$ cat src/rtl/fft_pkg.sv
// Shared constants and types for the FFT pipeline stages.
// Widths are given as <int.frac> signed fixed point.
package fft_pkg;

    localparam int unsigned DEPTH  = 16;
    localparam int unsigned FRAC   = 6;
    localparam int unsigned W_IN   = 10;  // <4.6>
    localparam int unsigned W_OUT  = 11;  // <5.6>
    localparam int unsigned W_TW   = 13;  // <7.6>
    localparam int unsigned SR_LEN = 2;

    typedef struct packed {
        logic signed [W_IN-1:0] R;
        logic signed [W_IN-1:0] Q;
    } cplx_in_t;

    typedef struct packed {
        logic signed [W_OUT-1:0] R;
        logic signed [W_OUT-1:0] Q;
    } cplx_out_t;

    typedef struct packed {
        logic signed [W_TW-1:0] R;
        logic signed [W_TW-1:0] Q;
    } cplx_tw_t;

    typedef enum logic {StFill, StCalc} bfly_state_e;

    function automatic cplx_out_t cplx_sext(cplx_in_t x);
        cplx_out_t y;
        y.R = W_OUT'(x.R);
        y.Q = W_OUT'(x.Q);
        return y;
    endfunction

endpackage

$ cat src/rtl/bfly_sr_1_if.sv
// Sample-stream bus between the butterfly stage and its neighbours.
// master drives samples in and observes results; slave is the butterfly side.
interface bfly_sr_1_if #(
    parameter int unsigned WIDTH      = fft_pkg::W_IN,
    parameter int unsigned DOUT_WIDTH = WIDTH + 1,
    parameter int unsigned DEPTH      = fft_pkg::DEPTH
) ();

    logic                                 din_valid;
    logic                                 din_sof;
    logic [DEPTH-1:0][WIDTH-1:0]          din_R;
    logic [DEPTH-1:0][WIDTH-1:0]          din_Q;
    logic                                 dout_valid;
    logic [1:0]                           select;
    logic [DEPTH-1:0][DOUT_WIDTH-1:0]     dout_R_add;
    logic [DEPTH-1:0][DOUT_WIDTH-1:0]     dout_Q_add;
    logic [DEPTH-1:0][DOUT_WIDTH-1:0]     dout_R_sub;
    logic [DEPTH-1:0][DOUT_WIDTH-1:0]     dout_Q_sub;
    logic                                 sync_err;

    modport master (
        output din_valid, din_sof, din_R, din_Q,
        input  dout_valid, select, dout_R_add, dout_Q_add, dout_R_sub, dout_Q_sub, sync_err
    );

    modport slave (
        input  din_valid, din_sof, din_R, din_Q,
        output dout_valid, select, dout_R_add, dout_Q_add, dout_R_sub, dout_Q_sub, sync_err
    );

endinterface

$ cat src/rtl/bfly_ctrl.sv
// Frame sequencing for the butterfly stage: phase counter, FILL/CALC FSM,
// SOF resync and the twiddle select counter.
module bfly_ctrl
    import fft_pkg::*;
#(
    parameter int unsigned SrLen = fft_pkg::SR_LEN
) (
    input  logic       clk,
    input  logic       rst,
    input  logic       din_valid,
    input  logic       din_sof,
    output logic       shift_en,
    output logic       calc_en,
    output logic       clr,
    output logic       dout_valid,
    output logic [1:0] select,
    output logic       sync_err
);

    localparam int unsigned FrameLen = 2 * SrLen;
    localparam int unsigned PhW      = $clog2(FrameLen);
    localparam logic [PhW-1:0] PhLast = PhW'(FrameLen - 1);
    localparam logic [PhW-1:0] PhCalc = PhW'(SrLen);

    bfly_state_e    state_q, state_d;
    logic [PhW-1:0] ph_q, ph_d;
    logic [1:0]     sel_cnt_q;
    logic [1:0]     select_q;
    logic           dout_valid_q;
    logic           sync_err_q;

    always_ff @(posedge clk) begin
        if (rst) begin
            state_q <= StFill;
            ph_q    <= '0;
        end else begin
            state_q <= state_d;
            ph_q    <= ph_d;
        end
    end

    // An SOF beat always occupies phase 0, so the next beat is phase 1.
    always_comb begin
        ph_d = ph_q;
        if (din_valid) begin
            if (din_sof) begin
                ph_d = PhW'(1);
            end else if (ph_q == PhLast) begin
                ph_d = '0;
            end else begin
                ph_d = ph_q + PhW'(1);
            end
        end
        state_d = (ph_d >= PhCalc) ? StCalc : StFill;
    end

    always_comb begin
        shift_en = din_valid;
        clr      = din_valid && din_sof;
        calc_en  = din_valid && !din_sof && (state_q == StCalc);
    end

    // select_q carries the index of the beat being output; sel_cnt_q the next one.
    always_ff @(posedge clk) begin
        if (rst) begin
            dout_valid_q <= 1'b0;
            sync_err_q   <= 1'b0;
            sel_cnt_q    <= 2'd0;
            select_q     <= 2'd0;
        end else begin
            dout_valid_q <= calc_en;
            sync_err_q   <= clr && (ph_q != '0);
            if (clr) begin
                sel_cnt_q <= 2'd0;
                select_q  <= 2'd0;
            end else if (calc_en) begin
                select_q  <= sel_cnt_q;
                sel_cnt_q <= sel_cnt_q + 2'd1;
            end
        end
    end

    assign dout_valid = dout_valid_q;
    assign select     = select_q;
    assign sync_err   = sync_err_q;

endmodule

$ cat src/rtl/bfly_sr_1.sv
// Radix-2 butterfly with a block delay buffer: first half of each frame is held,
// second half is combined lane-wise into full-precision sums and differences.
module bfly_sr_1 #(
    parameter int unsigned WIDTH      = fft_pkg::W_IN,
    parameter int unsigned DOUT_WIDTH = WIDTH + 1,
    parameter int unsigned DEPTH      = fft_pkg::DEPTH,
    parameter int unsigned SR_LEN     = fft_pkg::SR_LEN
) (
    input logic        clk,
    input logic        rst,
    bfly_sr_1_if.slave bus
);

    logic shift_en;
    logic calc_en;
    logic clr;

    bfly_ctrl #(
        .SrLen (SR_LEN)
    ) u_ctrl (
        .clk        (clk),
        .rst        (rst),
        .din_valid  (bus.din_valid),
        .din_sof    (bus.din_sof),
        .shift_en   (shift_en),
        .calc_en    (calc_en),
        .clr        (clr),
        .dout_valid (bus.dout_valid),
        .select     (bus.select),
        .sync_err   (bus.sync_err)
    );

    for (genvar g = 0; g < int'(DEPTH); g++) begin : g_lane
        logic signed [WIDTH-1:0]      buf_re_q [SR_LEN];
        logic signed [WIDTH-1:0]      buf_im_q [SR_LEN];
        logic signed [WIDTH-1:0]      d_re, d_im;
        logic signed [DOUT_WIDTH-1:0] bx_re, bx_im, dx_re, dx_im;
        logic signed [DOUT_WIDTH-1:0] add_re_q, add_im_q, sub_re_q, sub_im_q;

        assign d_re = $signed(bus.din_R[g]);
        assign d_im = $signed(bus.din_Q[g]);

        // Index 0 is the oldest beat; new beats enter at the tail.
        always_ff @(posedge clk) begin
            if (rst) begin
                for (int k = 0; k < int'(SR_LEN); k++) begin
                    buf_re_q[k] <= '0;
                    buf_im_q[k] <= '0;
                end
            end else if (clr) begin
                for (int k = 0; k < int'(SR_LEN) - 1; k++) begin
                    buf_re_q[k] <= '0;
                    buf_im_q[k] <= '0;
                end
                buf_re_q[SR_LEN-1] <= d_re;
                buf_im_q[SR_LEN-1] <= d_im;
            end else if (shift_en) begin
                for (int k = 0; k < int'(SR_LEN) - 1; k++) begin
                    buf_re_q[k] <= buf_re_q[k+1];
                    buf_im_q[k] <= buf_im_q[k+1];
                end
                buf_re_q[SR_LEN-1] <= d_re;
                buf_im_q[SR_LEN-1] <= d_im;
            end
        end

        assign bx_re = DOUT_WIDTH'(buf_re_q[0]);
        assign bx_im = DOUT_WIDTH'(buf_im_q[0]);
        assign dx_re = DOUT_WIDTH'(d_re);
        assign dx_im = DOUT_WIDTH'(d_im);

        always_ff @(posedge clk) begin
            if (rst) begin
                add_re_q <= '0;
                add_im_q <= '0;
                sub_re_q <= '0;
                sub_im_q <= '0;
            end else if (calc_en) begin
                add_re_q <= bx_re + dx_re;
                add_im_q <= bx_im + dx_im;
                sub_re_q <= bx_re - dx_re;
                sub_im_q <= bx_im - dx_im;
            end
        end

        assign bus.dout_R_add[g] = add_re_q;
        assign bus.dout_Q_add[g] = add_im_q;
        assign bus.dout_R_sub[g] = sub_re_q;
        assign bus.dout_Q_sub[g] = sub_im_q;
    end

endmodule

$ cat src/flat_wrapper.sv
// flat-port wrapper written by rule: the top's interface ports become plain ports
module bfly_sr_1_flat 
#(
    parameter int unsigned WIDTH      = fft_pkg::W_IN,
    parameter int unsigned DOUT_WIDTH = WIDTH + 1,
    parameter int unsigned DEPTH      = fft_pkg::DEPTH,
    parameter int unsigned SR_LEN     = fft_pkg::SR_LEN
)
  (clk, rst, bus_din_valid, bus_din_sof, bus_din_R, bus_din_Q, bus_dout_valid, bus_select, bus_dout_R_add, bus_dout_Q_add, bus_dout_R_sub, bus_dout_Q_sub, bus_sync_err);
  bfly_sr_1_if #(.WIDTH(WIDTH), .DOUT_WIDTH(DOUT_WIDTH), .DEPTH(DEPTH)) bus_i ();
  input logic clk;
  input logic rst;
  input wire logic [$bits(bus_i.din_valid)-1:0] bus_din_valid;
  input wire logic [$bits(bus_i.din_sof)-1:0] bus_din_sof;
  input wire logic [$bits(bus_i.din_R)-1:0] bus_din_R;
  input wire logic [$bits(bus_i.din_Q)-1:0] bus_din_Q;
  output wire logic [$bits(bus_i.dout_valid)-1:0] bus_dout_valid;
  output wire logic [$bits(bus_i.select)-1:0] bus_select;
  output wire logic [$bits(bus_i.dout_R_add)-1:0] bus_dout_R_add;
  output wire logic [$bits(bus_i.dout_Q_add)-1:0] bus_dout_Q_add;
  output wire logic [$bits(bus_i.dout_R_sub)-1:0] bus_dout_R_sub;
  output wire logic [$bits(bus_i.dout_Q_sub)-1:0] bus_dout_Q_sub;
  output wire logic [$bits(bus_i.sync_err)-1:0] bus_sync_err;
  assign bus_i.din_valid = bus_din_valid;
  assign bus_i.din_sof = bus_din_sof;
  assign bus_i.din_R = bus_din_R;
  assign bus_i.din_Q = bus_din_Q;
  assign bus_dout_valid = bus_i.dout_valid;
  assign bus_select = bus_i.select;
  assign bus_dout_R_add = bus_i.dout_R_add;
  assign bus_dout_Q_add = bus_i.dout_Q_add;
  assign bus_dout_R_sub = bus_i.dout_R_sub;
  assign bus_dout_Q_sub = bus_i.dout_Q_sub;
  assign bus_sync_err = bus_i.sync_err;
  bfly_sr_1 #(.WIDTH(WIDTH), .DOUT_WIDTH(DOUT_WIDTH), .DEPTH(DEPTH), .SR_LEN(SR_LEN)) u_core (.clk(clk), .rst(rst), .bus(bus_i));
endmodule
$ cat config.mk
export PLATFORM = sky130hd
export DESIGN_NAME = bfly_sr_1_flat
export DESIGN_NICKNAME = d
export VERILOG_FILES = /design/src/rtl/fft_pkg.sv /design/src/rtl/bfly_sr_1_if.sv /design/src/rtl/bfly_ctrl.sv /design/src/rtl/bfly_sr_1.sv /design/src/flat_wrapper.sv
export SDC_FILE = /design/constraint.sdc
export NUM_CORES = 2
export LEC_CHECK = 0
export CAP_MARGIN = 20
export CORE_MARGIN = 5
export CORE_UTILIZATION = 30
export DETAILED_ROUTE_END_ITERATION = 7
export GPL_ROUTABILITY_DRIVEN = 0
export SYNTH_ARGS = -nofsm -noshare
export SYNTH_HDL_FRONTEND = slang
export SYNTH_SLANG_ARGS = --single-unit
$ cat constraint.sdc
create_clock -name clk -period 11.3 [get_ports clk]
set_input_delay 2.26 -clock clk [delete_from_list [all_inputs] [get_ports clk]]
set_output_delay 2.26 -clock clk [all_outputs]
set_load 0.01 [all_outputs]
==> summary.md <==
| Metric | Value |
|---|---|
| Outcome | `complete, but fails checks` |
| Violated checks | `slew limit` |
| Share of cells above drive strength 1 | `3.96%` |
| Sequential cell area fraction in the yosys report | `44.5%` |
| Setup Buffers After CTS | `0` |
| Post-Route Skew | `0.0496 ns` |
| Final core occ | `37.6%` |
| TritonCTS buffer count | `163` |
| Number of H-tree levels | `4` |
| Remaining antenna violation count | `0` |
| Avg WL per Cell | `21.8 um` |
| Fin cells | `11.9k` |
| #FFs+latches synth | `1320` |
| Core area | `245000 um^2` |
| CTS root buf | `clkbuf_16` |
| Slew Limit Fails | `71` |
| Async S/R FF share, synth | `0%` |
| Clock buffer depth | `3` |
| Final setup margin | `6.16 ns` |
| Critical path fanouts, max | `172` |
| Die footprint | `256000 um^2` |
| Crit path capture type | `flip-flop` |
| Area delta synth->final | `25.1%` |
| Maximum VDD drop | `0.123 mV` |
| Drt initial violations | `4389` |
| Pre-CTS WS | `5.33 ns` |
| Cell area after layout | `92300 um^2` |
| Startpoint Class | `primary input` |
| Cts repair resizes | `0` |
| Fin crit share | `45.5%` |
| Pin count of the biggest net entering global routing | `214` |
| Number of global-route vias before repair | `58.9k` |
| Max Cap Viol | `0` |
| Number of port buffers | `1031` |
| Via density | `5.06` |
| Initial core utilization | `30.1%` |
| Slew headroom | `-8.03%` |
| Routed WL | `258000 um` |
| Synth warnings | `0` |
| DP HPWL | `187000 um` |
| Tot GR Track Use | `19.2%` |
| CP Class | `primary input to flip-flop` |
| Num Clock Sinks | `1320` |
| Clk_lat worst skew | `0.83 ns` |
| Final Hold Vio Count | `0` |
| # DRC | `0` |
| Netlist cell types | `79` |
| Final #Nets | `9494` |
| Clock transition at path regs | `0.06 ns` |
| Post-DP Area | `86500 um^2` |
| RSZ-0062 raised after global routing | `false` |
| DRT Pass-1 Iters | `6` |
| Cell area after synthesis | `73800 um^2` |
| Tot Pwr | `12.6 mW` |
| PD cells | `137 nW/um^2` |
| Number of hold buffers added after CTS | `0` |
| Setup TNS Final | `0 ns` |
| CTS tree | `built` |
| Hold WS | `0.448 ns` |
| Cells after Synth | `7671` |
| Main flop type after synthesis | `dfxtp_1` |
| Leakage | `36.6 nW` |
| I/O pins | `1032` |
| First-pass GRT wire length | `379000 um` |
| Total grt overflow | `0` |
| Critical Path AT | `5.89 ns` |
| # placed instances | `11.5k` |
| Post-synth EDFFs | `640` |
| Worst EP required | `12.05 ns` |
| Row count | `182` |
| Setup violators final | `0` |
| Antenna violations before repair | `69` |
| Die height | `506 um` |
| Tmin final | `5.14 ns` |
| F_max | `194 MHz` |
| Syn_area_per_cell | `9.62 um^2` |
| Vias post-DR | `60.1k` |
| Hold Path Class | `flip-flop to flip-flop` |
| Synthesized net count | `8701` |
| Filler cells | `24.1k` |
| Die W | `506 um` |
| Slew at the pin closest to its max-slew limit | `1.62 ns` |
[per-layer routing]
metal / share of wire [%] / wire (um) / vias to the layer above / GRT usage (%)
li1: - / - / 28300 / -
met1: 42 / 109000 / 29000 / 24.1
met2: 45 / 117000 / 2244 / 30.7
met3: 8.1 / 20800 / 438 / 5.48
met4: 4.3 / 11100 / 52 / 8.49
met5: 0.14 / 366 / - / 0
[report_power, final]
part	internal (mW)	switching [mW]	total (mW)
Sequential	5.22	0.0900	5.31
Clock	3.14	2.29	5.43
Combinational	0.740	1.14	1.88
Total	9.10	3.52	12.6
[final cells by class]
class,count,area [um^2],share of cell area (%)
Multi-Input combinational cell,5320,36700,39.8
Sequential cell,1320,32800,35.6
Clock inverter,71,764,0.828
Timing Repair Buffer,1073,10800,11.7
Antenna cell,42,105,0.114
Inverter,586,2210,2.39
Tap cell,3220,4030,4.37
Clock buffer,235,4810,5.21
[cells in the final DEF (no fill, tap or decap), types with 32 or more instances in the layout]
cell,instances
a21oi_1,672
xnor2_1,358
clkbuf_1,37
ha_1,642
nand3_1,126
o21ai_0,347
nor4_1,46
a21o_1,83
inv_1,576
nor3b_1,36
dfxtp_1,680
nor2b_1,77
and2_1,647
o21bai_1,46
clkbuf_16,173
nand2b_1,85
o211ai_1,40
mux2i_1,40
a211o_1,32
diode_2,42
nor2_1,460
clkdlybuf4s50_1,1030
a31oi_1,60
o31ai_1,77
nand2_1,615
nor3_1,89
edfxtp_1,640
a211oi_1,238
fa_1,64
[synth_stat cells, types with 20 or more instances]
library cell | number | area [um^2]
and2_1 | 647 | 4050
a211o_1 | 32 | 280
o211ai_1 | 40 | 300
xnor2_1 | 358 | 3140
clkbuf_1 | 235 | 882
nand2_1 | 615 | 2310
a32o_1 | 25 | 250
ha_1 | 642 | 8030
o21bai_1 | 46 | 345
nand2b_1 | 85 | 532
nor4_1 | 46 | 288
nor3b_1 | 36 | 270
fa_1 | 64 | 1280
nand3_1 | 126 | 631
nand4_1 | 28 | 175
dfxtp_1 | 680 | 13600
o211a_1 | 31 | 310
nor3_1 | 89 | 445
o31ai_1 | 77 | 578
o31a_1 | 20 | 175
and3_1 | 21 | 131
nor2b_1 | 78 | 488
nor2_1 | 461 | 1730
a211oi_1 | 238 | 1790
o21ai_0 | 347 | 1740
mux2i_1 | 40 | 400
a221oi_1 | 24 | 210
buf_4 | 47 | 353
a31oi_1 | 60 | 375
o311ai_1 | 20 | 175
nand3b_1 | 29 | 218
edfxtp_1 | 640 | 19200
o311ai_0 | 21 | 184
a21o_1 | 83 | 623
inv_1 | 576 | 2160
xor2_1 | 30 | 263
buf_2 | 153 | 766
a22oi_1 | 29 | 218
a21oi_1 | 672 | 3360
[worst max-delay path: stages]
cell and delay (ns):
clkdlybuf4s50_1 0.66, and3b_4 0.67, buf_4 0.80, buf_12 0.47
nand3_1 0.23, a211oi_1 0.24, a31oi_1 0.06, o211ai_1 0.11
[cell families (layout without fill, tap and decap cells)]
logic type,after synthesis,after routing,synth area share (%)
AND/OR/NAND/NOR,2320,2320,15.9
AO/OA/AOI/OAI,1865,1865,16.0
flip-flops,1320,1320,44.5
buffers and inverters,1031,1965,5.77
adder cells (fa/ha/maj),706,706,12.6
XOR/XNOR,388,388,4.61
multiplexers,41,41,0.558
other,0,42,0
[path summary, 6_finish.rpt]
path / slack (ns) / depth (start not counted) / startpoint / end
worst max-delay path: 6.16 / 8 / bus_din_valid / u_core.g_lane[3].add_im_q[9]
worst max register to register: 7.89 / 7 / flip-flop / u_core.g_lane[3].add_im_q[9]
worst min register to register: 0.45 / 2 / u_core.g_lane[0].sub_im_q[4] / u_core.g_lane[0].sub_im_q[4]
worst min-delay path: 0.45 / 2 / u_core.g_lane[0].sub_im_q[4] / u_core.g_lane[0].sub_im_q[4]
[registers in the layout, indices dropped and copies added (netlist names), named ones only]
name                      flops
u_core.u_ctrl.select          2
u_core.g_lane.sub_re_q      176
u_core.u_ctrl.sel_cnt_q       2
u_core.g_lane.add_re_q      160
u_core.g_lane.buf_re_q      320
u_core.g_lane.add_im_q      160
u_core.u_ctrl.dout_valid      1
u_core.g_lane.sub_im_q      176
u_core.u_ctrl.sync_err        1
u_core.g_lane.buf_im_q      320
u_core.u_ctrl.ph_q            1
No activity file was read; power rests on OpenSTA's default activity.
